File: src/rtl/rt_cnt_pkg.sv
// Shared counter encodings and the binary-to-Gray helper
// used by rt_gray_cnt and other pointer blocks.
package rt_cnt_pkg;

  localparam logic RT_CNT_INC = 1'b0;
  localparam logic RT_CNT_DEC = 1'b1;

  localparam int RT_CNT_WRAP = 0;
  localparam int RT_CNT_SAT  = 1;

  function automatic logic [31:0] rt_bin2gray_f(
    input logic [31:0] bin
  );
    return bin ^ (bin >> 1);
  endfunction

endpackage

File: src/rtl/rt_bin2gray.sv
// Combinational binary-to-Gray converter,
// applied ahead of the Gray register.
module rt_bin2gray #(
  parameter int WIDTH = 32
) (
  input  logic [WIDTH-1:0] bin,
  output logic [WIDTH-1:0] gray
);

  assign gray = bin ^ (bin >> 1);

endmodule

File: src/rtl/rt_gray_cnt.sv
// Binary/Gray up-down counter with clear, set, load,
// enable and optional saturation; all outputs registered.
module rt_gray_cnt
  import rt_cnt_pkg::*;
#(
  parameter int               WIDTH    = 32,
  parameter int               SATURATE = 0,
  parameter logic [WIDTH-1:0] RST_VAL  = '0
) (
  input  logic             rt_i_clk,
  input  logic             rt_i_rst_n,
  input  logic             rt_i_clr,
  input  logic             rt_i_set,
  input  logic             rt_i_ld,
  input  logic [WIDTH-1:0] rt_i_ld_val,
  input  logic             rt_i_ce,
  input  logic             rt_i_inc_n,
  output logic [WIDTH-1:0] rt_o_bin_cnt,
  output logic [WIDTH-1:0] rt_o_gray_cnt,
  output logic             rt_o_eqnz,
  output logic             rt_o_tc
);

  localparam bit SAT = (SATURATE == RT_CNT_SAT);
  localparam logic [WIDTH-1:0] RST_GRAY =
    RST_VAL ^ (RST_VAL >> 1);

  logic [WIDTH-1:0] bin_q;
  logic [WIDTH-1:0] next_bin;
  logic [WIDTH-1:0] next_gray;
  logic             next_tc;
  logic             at_max;
  logic             at_min;

  assign at_max = &bin_q;
  assign at_min = ~|bin_q;

  always_comb begin
    next_bin = bin_q;
    next_tc  = 1'b0;
    if (rt_i_clr) begin
      next_bin = RST_VAL;
    end else if (rt_i_set) begin
      next_bin = '1;
    end else if (rt_i_ld) begin
      next_bin = rt_i_ld_val;
    end else if (rt_i_ce) begin
      if (rt_i_inc_n == RT_CNT_INC) begin
        next_tc  = at_max;
        next_bin = (at_max && SAT) ? bin_q
                                   : bin_q + WIDTH'(1);
      end else begin
        next_tc  = at_min;
        next_bin = (at_min && SAT) ? bin_q
                                   : bin_q - WIDTH'(1);
      end
    end
  end

  rt_bin2gray #(
    .WIDTH(WIDTH)
  ) u_b2g (
    .bin (next_bin),
    .gray(next_gray)
  );

  // Gray comes from next_bin so it changes on the same edge as bin.
  always_ff @(posedge rt_i_clk or negedge rt_i_rst_n) begin
    if (!rt_i_rst_n) begin
      bin_q         <= RST_VAL;
      rt_o_gray_cnt <= RST_GRAY;
      rt_o_eqnz     <= (RST_VAL != '0);
      rt_o_tc       <= 1'b0;
    end else begin
      bin_q         <= next_bin;
      rt_o_gray_cnt <= next_gray;
      rt_o_eqnz     <= (next_bin != '0);
      rt_o_tc       <= next_tc;
    end
  end

  assign rt_o_bin_cnt = bin_q;

endmodule

File: config.mk
export PLATFORM = sky130hd
export DESIGN_NAME = rt_gray_cnt
export DESIGN_NICKNAME = d
export VERILOG_FILES = /design/src/rtl/rt_cnt_pkg.sv /design/src/rtl/rt_bin2gray.sv /design/src/rtl/rt_gray_cnt.sv
export SDC_FILE = /design/constraint.sdc
export NUM_CORES = 1
export LEC_CHECK = 0
export BUFFER_PORTS_ARGS = -buffer_cell sky130_fd_sc_hd__clkbuf_2
export CORE_MARGIN = 1.5
export CORE_UTILIZATION = 55
export DETAILED_ROUTE_END_ITERATION = 10
export PLACE_DENSITY = 0.92
export SLEW_MARGIN = 10
export SYNTH_ARGS = -nofsm -noshare
export SYNTH_HDL_FRONTEND = slang
export SYNTH_HIERARCHICAL = 1
export SYNTH_SLANG_ARGS = --single-unit
File: constraint.sdc
create_clock -name rt_i_clk -period 5.69 [get_ports rt_i_clk]
set_input_delay 1.138 -clock rt_i_clk [delete_from_list [all_inputs] [get_ports rt_i_clk]]
set_output_delay 1.138 -clock rt_i_clk [all_outputs]
set_load 0.02 [all_outputs]
==> results.yml, run 1 <==
critical_path:
  worstSetupPathType: "in -> reg"
  crit_arrival_ps: 5470
  critical_path.endpoint: "rt_o_eqnz"
  rr_worst_depth: 11
  required_ps: 5920
  r2r_slack_ps: 1080
  cp_num_buf_inv: 1
  crit_path_start_kind: "input pin"
  cp.depth: 12
  cpLargestDelayFamily: "simple AND/OR/NAND/NOR gates"
  cpMaxStageDelayCell: "or4b_1"
  rr_startpoint: "rt_o_bin_cnt[0]"
  r2r-end: "rt_o_eqnz"
  max_stage_delay_ps: 570
  startpoint: "rt_i_inc_n"
  crit_chain: "clkbuf_2 > fa_1 > a21o_1 > a221oi_1 > xnor2_1 > a221oi_1 > or4b_1 > or4_1 > or4b_1 > or4_1 > nor4_2 > nand3b_1"
  cp_max_fo: 14
  cp-end-kind: "flop"
sta:
  final-max-slew-violation-count: 0
  rsz0062_at_grt: "no"
  relSlewSlack_pct: 20.1
  worst_slack_ps: 449
  setup_tns_ps: 0
  final-hold-violation-count: 0
  period_share_pct: 92.1
  max_freq_mhz: 191
  period_needed_ps: 5240
  worst_slew_pin_slew_ps: 1180
  fin_skew_ps: 7.70
  finalSetupViolCount: 0
  holdWs_ps: 834
pwr:
  p_sw_uw: 621
  vdd_drop_max_mv: 0.196
  p_leak_nw: 2.69
  power.density_nw_per_um2: 276
  seqPwrFrac_pct: 36.8
  combPwrFrac_pct: 38.0
  clkPwrFrac_pct: 25.2
  switching_share_pct: 39.1
  power.internal_uw: 966
  finalPower_mw: 1.59
grt:
  grt_start_max_net_pins: 67
  grt-ovfl-total: 0
  grt_pass1_vias: 4916
  grt_pass1_wl_mm: 25.7
  grt_antenna_before_repair: 0
  grt_usage_pct: 34.4
synthesis:
  synth-xor-area-share_pct: 7.32
  synth-simple-area-share_pct: 20.1
  synth_seq_area_share_pct: 33.7
  synthCells: 548
  synth_seq_cells: 66
  syn_area_um2: 4910
  async_reset_ff_share_pct: 100
  synth_top_family_by_area: "compound AO/OA/AOI/OAI gates"
  syn-mean-instance-area_um2: 8.95
  synth_edf_count: 0
  syn_nets: 618
  synth_cell_type_count: 74
  synthAdderAreaFrac_pct: 8.06
  synth_top_area_share_pct: 33.7
  synth_area_leaders: "dfrtp_1, ha_1, xor2_1, a21oi_1, nor2_1"
  ys.flop_type: "dfrtp_1"
  synth_largest_area_cell: "dfrtp_1"
  synthMuxAreaShare_pct: 2.35
  synth_compound_area_share_pct: 24.9
  ys_warn_count: 6
clock_tree:
  post-cts-setup-buffer-count: 0
  cts.repair.resized: 0
  clock_path_buffers: 2
  holdBufCountCts: 0
  clockRootBuffer: "clkbuf_8"
  clkTransAtPathRegs_ps: 70
  clock_sinks: 66
  insertion_delay_ps: 350
  numCtsBuffers: 9
  cts_tree: "yes"
  htree_levels: 3
cells_and_area:
  multi_input_comb_area_um2: 3090
  area_delta_synth_final_pct: 17.0
  nFillCells: 735
  drive_above_1_share_pct: 22.1
  final_util_pct: 66.2
  final_nets: 722
  final-seq-area_um2: 1650
  mostFrequentLayoutCell: "clkbuf_2"
  num_antenna_cells: 0
  final_cell_mix: "clkbuf_2, dfrtp_1, a21oi_1, nor2_1, xor2_1"
floorplan:
  die_area_um2: 9500
  core_um2: 8680
  initial_core_util_pct: 56.5
  die_h_um: 97.4
  dieWidth_um: 97.4
  rows: 34
  io_pins: 105
placed_design:
  pre_cts_ws_ps: 217
  post-dp-hpwl_mm: 12.1
  gp_congestion: 0.991
  portBuffers: 104
detailed_routing:
  wl_met2_mm: 7.32
  ant_nets: 0
  routedWlPerCell_um: 21.2
  route.vias.total: 5132
  top_layer_used: "met4"
  viasPerCell: 6.73
  drc: 0
  wl_mm: 16.2
  drt_iter0_drc: 603
  drt_pass1_iterations: 5
  met3WireLength_mm: 1.86
  wl_met1_mm: 6.39
min_path:
  hp-class: "reg -> reg"
flow_run:
  maxCapViolations: 0
run_status:
  status: "completed"
[synthesized netlist by cell type, types with 8 or more instances]
library cell  number
and3_1            11
a21o_1            15
a21oi_1           47
nor3_1            20
xor2_1            36
and2_1             9
nor2_1            39
nand3_1           13
o22ai_1           14
ha_1              30
a211oi_1           9
or3_1              8
nand2_1           27
dfrtp_1           66
clkbuf_1          15
nor4_1            11
nand4_1           10
o21ai_0           20
inv_1             16
[kinds of logic (layout without fill, tap and decap cells)]
kind of cell,count (synthesis),in the layout
AND/OR/NAND/NOR,182,182
XOR/XNOR,41,41
multiplexers,11,11
adder cells (fa/ha/maj),31,31
AO/OA/AOI/OAI,176,176
flip-flops,66,66
buffers and inverters,41,148
[worst min-delay path by stage]
| stage | from | end | cells past startpoint |
|---|---|---|---|
| 2_1_floorplan | rt_o_bin_cnt[17] | rt_o_tc | 2 |
| 3_3_place_gp | rt_o_bin_cnt[17] | rt_o_tc | 2 |
| 3_5_place_dp | rt_o_bin_cnt[17] | rt_o_tc | 2 |
| 6_report | rt_o_bin_cnt[17] | rt_o_tc | 2 |
| 4_1_cts | rt_o_bin_cnt[17] | rt_o_tc | 2 |
| 5_1_grt | rt_o_bin_cnt[10] | rt_o_bin_cnt[10] | 2 |
[final cells by class]
class | instances | share of cell area [%]
Tap cell | 108 | 2.35
Sequential cell | 66 | 28.8
Clock inverter | 3 | 0.697
Clock buffer | 11 | 2.64
Multi-Input combinational cell | 441 | 53.7
Timing Repair Buffer | 116 | 10.6
Inverter | 18 | 1.18
[routing by layer]
| metal | vias to the layer above | GRT usage [%] |
|---|---|---|
| met4 | 0 | 12.3 |
| met2 | 363 | 53.2 |
| li1 | 2316 | - |
| met3 | 55 | 7.91 |
| met1 | 2398 | 47.5 |
| met5 | - | 0 |
[power groups by stage]
stage                     Combinational (mW)  Sequential (mW)  Clock (mW)
after floorplan                        0.322            0.659           0
after detailed placement               0.588            0.591           0
after CTS                              0.592            0.582       0.402
after global routing                   0.647            0.589       0.427
final                                  0.603            0.584       0.399
after global placement                 0.577            0.588           0
[flip-flops by register name (all words and copies together), names as in the netlist]
register,count
rt_o_eqnz,1
rt_o_bin_cnt,32
rt_o_tc,1
rt_o_gray_cnt,32
[tightest hold or removal path: stages, from the launching register on]
cell and delay [ps]:
dfrtp_1 460, a41oi_1 230, nor3_1 90
[metrics by stage]
step	instance area (µm²)	instances
4_1_cts	5740	763
3_5_place_dp	5550	749
5_1_grt	5740	763
3_3_place_gp	5550	749
6_report	5740	763
2_1_floorplan	4910	548
No activity file was read; power rests on OpenSTA's default activity.
==> run 2: changes to the inputs <==
- RECOVER_POWER: unset -> 50
==> results.yml, run 2 (synthesized netlist as in run 1, its figures left out) <==
detailed_routing:
  drc: 0
  wl_mm: 16.2
  routedWlPerCell_um: 21.3
  drt_pass1_iterations: 6
  viasPerCell: 6.82
  route.vias.total: 5201
  ant_nets: 0
  wl_met2_mm: 7.37
  wl_met1_mm: 6.34
  top_layer_used: "met4"
  met3WireLength_mm: 1.94
  drt_iter0_drc: 521
critical_path:
  crit_arrival_ps: 5480
  cp_num_buf_inv: 1
  worstSetupPathType: "in -> reg"
  required_ps: 5920
  cpLargestDelayFamily: "simple AND/OR/NAND/NOR gates"
  cp_max_fo: 14
  max_stage_delay_ps: 570
  crit_chain: "clkbuf_2 > fa_1 > a21o_1 > a221oi_1 > xnor2_1 > a221oi_1 > or4b_1 > or4_1 > or4b_1 > or4_1 > nor4_2 > nand3b_1"
  crit_path_start_kind: "input pin"
  cp-end-kind: "flop"
  cpMaxStageDelayCell: "a221oi_1"
grt:
  grt_pass1_wl_mm: 25.7
  grt_antenna_before_repair: 0
  grt_pass1_vias: 4916
  grt_start_max_net_pins: 67
  grt-ovfl-total: 0
  grt_usage_pct: 34.4
clock_tree:
  numCtsBuffers: 9
  clock_path_buffers: 2
  htree_levels: 3
  cts_tree: "yes"
  clock_sinks: 66
  post-cts-setup-buffer-count: 0
  cts.repair.resized: 0
  insertion_delay_ps: 350
  clockRootBuffer: "clkbuf_8"
  holdBufCountCts: 0
  clkTransAtPathRegs_ps: 70
sta:
  final-hold-violation-count: 0
  relSlewSlack_pct: -136
  setup_tns_ps: 0
  final-max-slew-violation-count: 67
  worst_slew_pin_slew_ps: 3540
  finalSetupViolCount: 0
  period_needed_ps: 5260
  period_share_pct: 92.4
  rsz0062_at_grt: "no"
  fin_skew_ps: 7.44
  max_freq_mhz: 190
pwr:
  finalPower_mw: 1.58
  power.density_nw_per_um2: 277
  vdd_drop_max_mv: 0.196
  p_leak_nw: 2.58
placed_design:
  portBuffers: 104
  post-dp-hpwl_mm: 12.1
  gp_congestion: 0.991
cells_and_area:
  final_cell_mix: "clkbuf_2, dfrtp_1, a21oi_1, nor2_1, xor2_1"
  area_delta_synth_final_pct: 16.1
  num_antenna_cells: 0
  nFillCells: 754
  final_nets: 722
  mostFrequentLayoutCell: "clkbuf_2"
  drive_above_1_share_pct: 16.9
floorplan:
  dieWidth_um: 97.4
  initial_core_util_pct: 56.5
  core_um2: 8680
  die_area_um2: 9500
  io_pins: 105
  die_h_um: 97.4
  rows: 34
run_status:
  status: "complete, but fails checks"
  violations: "capacitance limit, slew limit"
flow_run:
  maxCapViolations: 1
min_path:
  hp-class: "reg -> reg"
==> run 2: layer usage <==
metal,track usage [%],vias to the layer above
met5,0,-
met4,12.3,0
met3,7.91,55
met2,53.2,385
met1,47.5,2439
li1,-,2322
==> run 2: cell type report <==
class	count	area (µm²)	area share (%)
Sequential cell	66	1650	29.0
Timing Repair Buffer	116	566	9.93
Multi-Input combinational cell	441	3090	54.2
Inverter	18	67.6	1.19
Clock inverter	3	40.0	0.703
Clock buffer	11	151	2.66
Tap cell	108	135	2.37
==> run 2: final timing paths <==
| check | cells after the start | to | slack [ps] | start |
|---|---|---|---|---|
| worst max-delay path | 12 | rt_o_eqnz | 430 | rt_i_inc_n |
| worst min-delay path | 2 | rt_o_bin_cnt[10] | 840 | rt_o_bin_cnt[10] |
| worst max register to register | 11 | rt_o_eqnz | 1060 | rt_o_bin_cnt[0] |
| worst min register to register | 2 | rt_o_bin_cnt[10] | 840 | rt_o_bin_cnt[10] |
| max in group asynchronous | 2 | rt_o_gray_cnt[17] | 1600 | rt_i_rst_n |
| min in group asynchronous | 2 | rt_o_bin_cnt[9] | 2080 | rt_i_rst_n |
==> run 2: power breakdown <==
| part | switching (mW) | total, mW | internal (mW) |
|---|---|---|---|
| clock | 0.180 | 0.400 | 0.220 |
| combinational | 0.390 | 0.592 | 0.202 |
| sequential | 0.0517 | 0.584 | 0.532 |
| total | 0.621 | 1.58 | 0.954 |
==> run 2: worst reg2reg max path, cell delays in order (launching register included) <==
cell and delay, ps:
dfrtp_1 490, fa_1 480, a21o_1 260, a221oi_1 570
xnor2_1 200, a221oi_1 180, or4b_1 570, or4_1 460
or4b_1 480, or4_1 540, nor4_2 180, nand3b_1 100
==> run 2: per-stage QoR <==
step	utilization [%]	instance area (µm²)	setup slack, ps	hold slack, ps	std cells
after CTS	66.2	5740	586	828	763
final	65.6	5700	431	844	763
after global placement	64.0	5550	348	772	749
after floorplan	-	4910	1000	735	548
after detailed placement	64.0	5550	217	811	749
after global routing	65.6	5700	348	882	763
==> run 3: changes to the inputs <==
- MAX_ROUTING_LAYER: unset -> met4
==> results.yml, run 3 (synthesized netlist as in run 1, its figures left out) <==
grt:
  grt_pass1_wl_mm: 25.5
  grt_antenna_before_repair: 0
  grt-ovfl-total: 0
  grt_start_max_net_pins: 67
  grt_pass1_vias: 4806
  grt_usage_pct: 35.1
clock_tree:
  htree_levels: 3
  clock_path_buffers: 2
  clock_sinks: 66
  holdBufCountCts: 0
  cts_tree: "yes"
  clockRootBuffer: "clkbuf_8"
  numCtsBuffers: 9
  insertion_delay_ps: 340
  cts.repair.resized: 0
  post-cts-setup-buffer-count: 0
  clkTransAtPathRegs_ps: 70
critical_path:
  required_ps: 5910
  cp-end-kind: "flop"
  worstSetupPathType: "in -> reg"
  crit_path_start_kind: "input pin"
  cp_max_fo: 14
  crit_arrival_ps: 5350
detailed_routing:
  drc: 0
  wl_mm: 16.2
  route.vias.total: 5062
  drt_iter0_drc: 361
  ant_nets: 0
  viasPerCell: 6.63
  routedWlPerCell_um: 21.2
  drt_pass1_iterations: 4
placed_design:
  gp_congestion: 1.00
  post-dp-hpwl_mm: 12.0
  portBuffers: 104
  placed_area_um2: 5560
cells_and_area:
  mostFrequentLayoutCell: "clkbuf_2"
  num_antenna_cells: 0
  final_cell_mix: "clkbuf_2, dfrtp_1, a21oi_1, nor2_1, xor2_1"
  drive_above_1_share_pct: 17.1
  area_delta_synth_final_pct: 16.0
  final_nets: 723
  stdcell_area_um2: 5690
sta:
  period_share_pct: 90.2
  worst_slew_pin_slew_ps: 3470
  final-max-slew-violation-count: 67
  setup_tns_ps: 0
  max_freq_mhz: 195
  rsz0062_at_grt: "no"
  relSlewSlack_pct: -131
  period_needed_ps: 5130
  finalSetupViolCount: 0
  fin_skew_ps: 10.0
  final-hold-violation-count: 0
pwr:
  vdd_drop_max_mv: 0.158
  p_leak_nw: 2.58
  power.density_nw_per_um2: 271
floorplan:
  io_pins: 105
  die_h_um: 97.4
  initial_core_util_pct: 56.5
  dieWidth_um: 97.4
  core_um2: 8680
  rows: 34
  die_area_um2: 9500
min_path:
  hp-class: "reg -> reg"
run_status:
  violations: "capacitance limit, slew limit"
  status: "complete, but fails checks"
flow_run:
  maxCapViolations: 1
## run 3: changes by cell type in the layout (fill, tap and decap cells not counted), sizes merged
cell and change:
buf +1, bufinv -1, clkbuf +1, clkinv -1, clkinvlp +1
## run 3: critical path, cell delays in order
cell and delay (ps):
clkbuf_2 270, fa_1 540, a21o_1 260, a221oi_1 520, xnor2_1 180, a221oi_1 150
or4b_1 570, or4_1 440, or4b_1 510, or4_1 500, nor4_2 160, nand3b_1 100
## run 3: layer usage
metal  track usage, %  wire length (µm)  vias up
met5                -                 0        -
met4             14.7               523        0
met3             5.11              1520       50
met2             52.6              7340      312
met1             47.8              6830     2387
li1                 -                 -     2313
## run 3: worst paths after layout
path,from,endpoint,slack (ps),cells past startpoint
max,rt_i_inc_n,rt_o_eqnz,560,12
min,rt_o_bin_cnt[17],rt_o_tc,830,2
max reg2reg,rt_o_bin_cnt[0],rt_o_eqnz,1200,11
min reg2reg,rt_o_bin_cnt[17],rt_o_tc,830,2
max in group asynchronous,rt_i_rst_n,rt_o_bin_cnt[19],1670,2
min in group asynchronous,rt_i_rst_n,rt_o_gray_cnt[7],2070,2
## run 3: stage by stage
stage                     util (%)  hold slack, ps  std cells  setup slack [ps]  total power [mW]
after detailed placement      64.0             796        750               240              1.18
after global placement        64.0             781        750               306              1.17
after floorplan                  -             735        548              1000             0.982
after CTS                     66.1             804        764               590              1.55
after global routing          65.6             849        764               353              1.62
final                         65.6             833        764               556              1.54
## run 3: power by group
part           total [mW]  internal (mW)  leakage (nW)  switching [mW]
Sequential          0.585          0.532         0.795          0.0526
Clock               0.369          0.189        0.0903           0.181
Combinational       0.589          0.204          1.69           0.386
## run 3: cell type report
class	count	area [µm²]
Multi-Input combinational cell	441	3090
Clock buffer	12	165
Sequential cell	66	1650
Inverter	18	67.6
Clock inverter	2	12.5
Tap cell	108	135
Timing Repair Buffer	117	573
Fill cell	739	2990
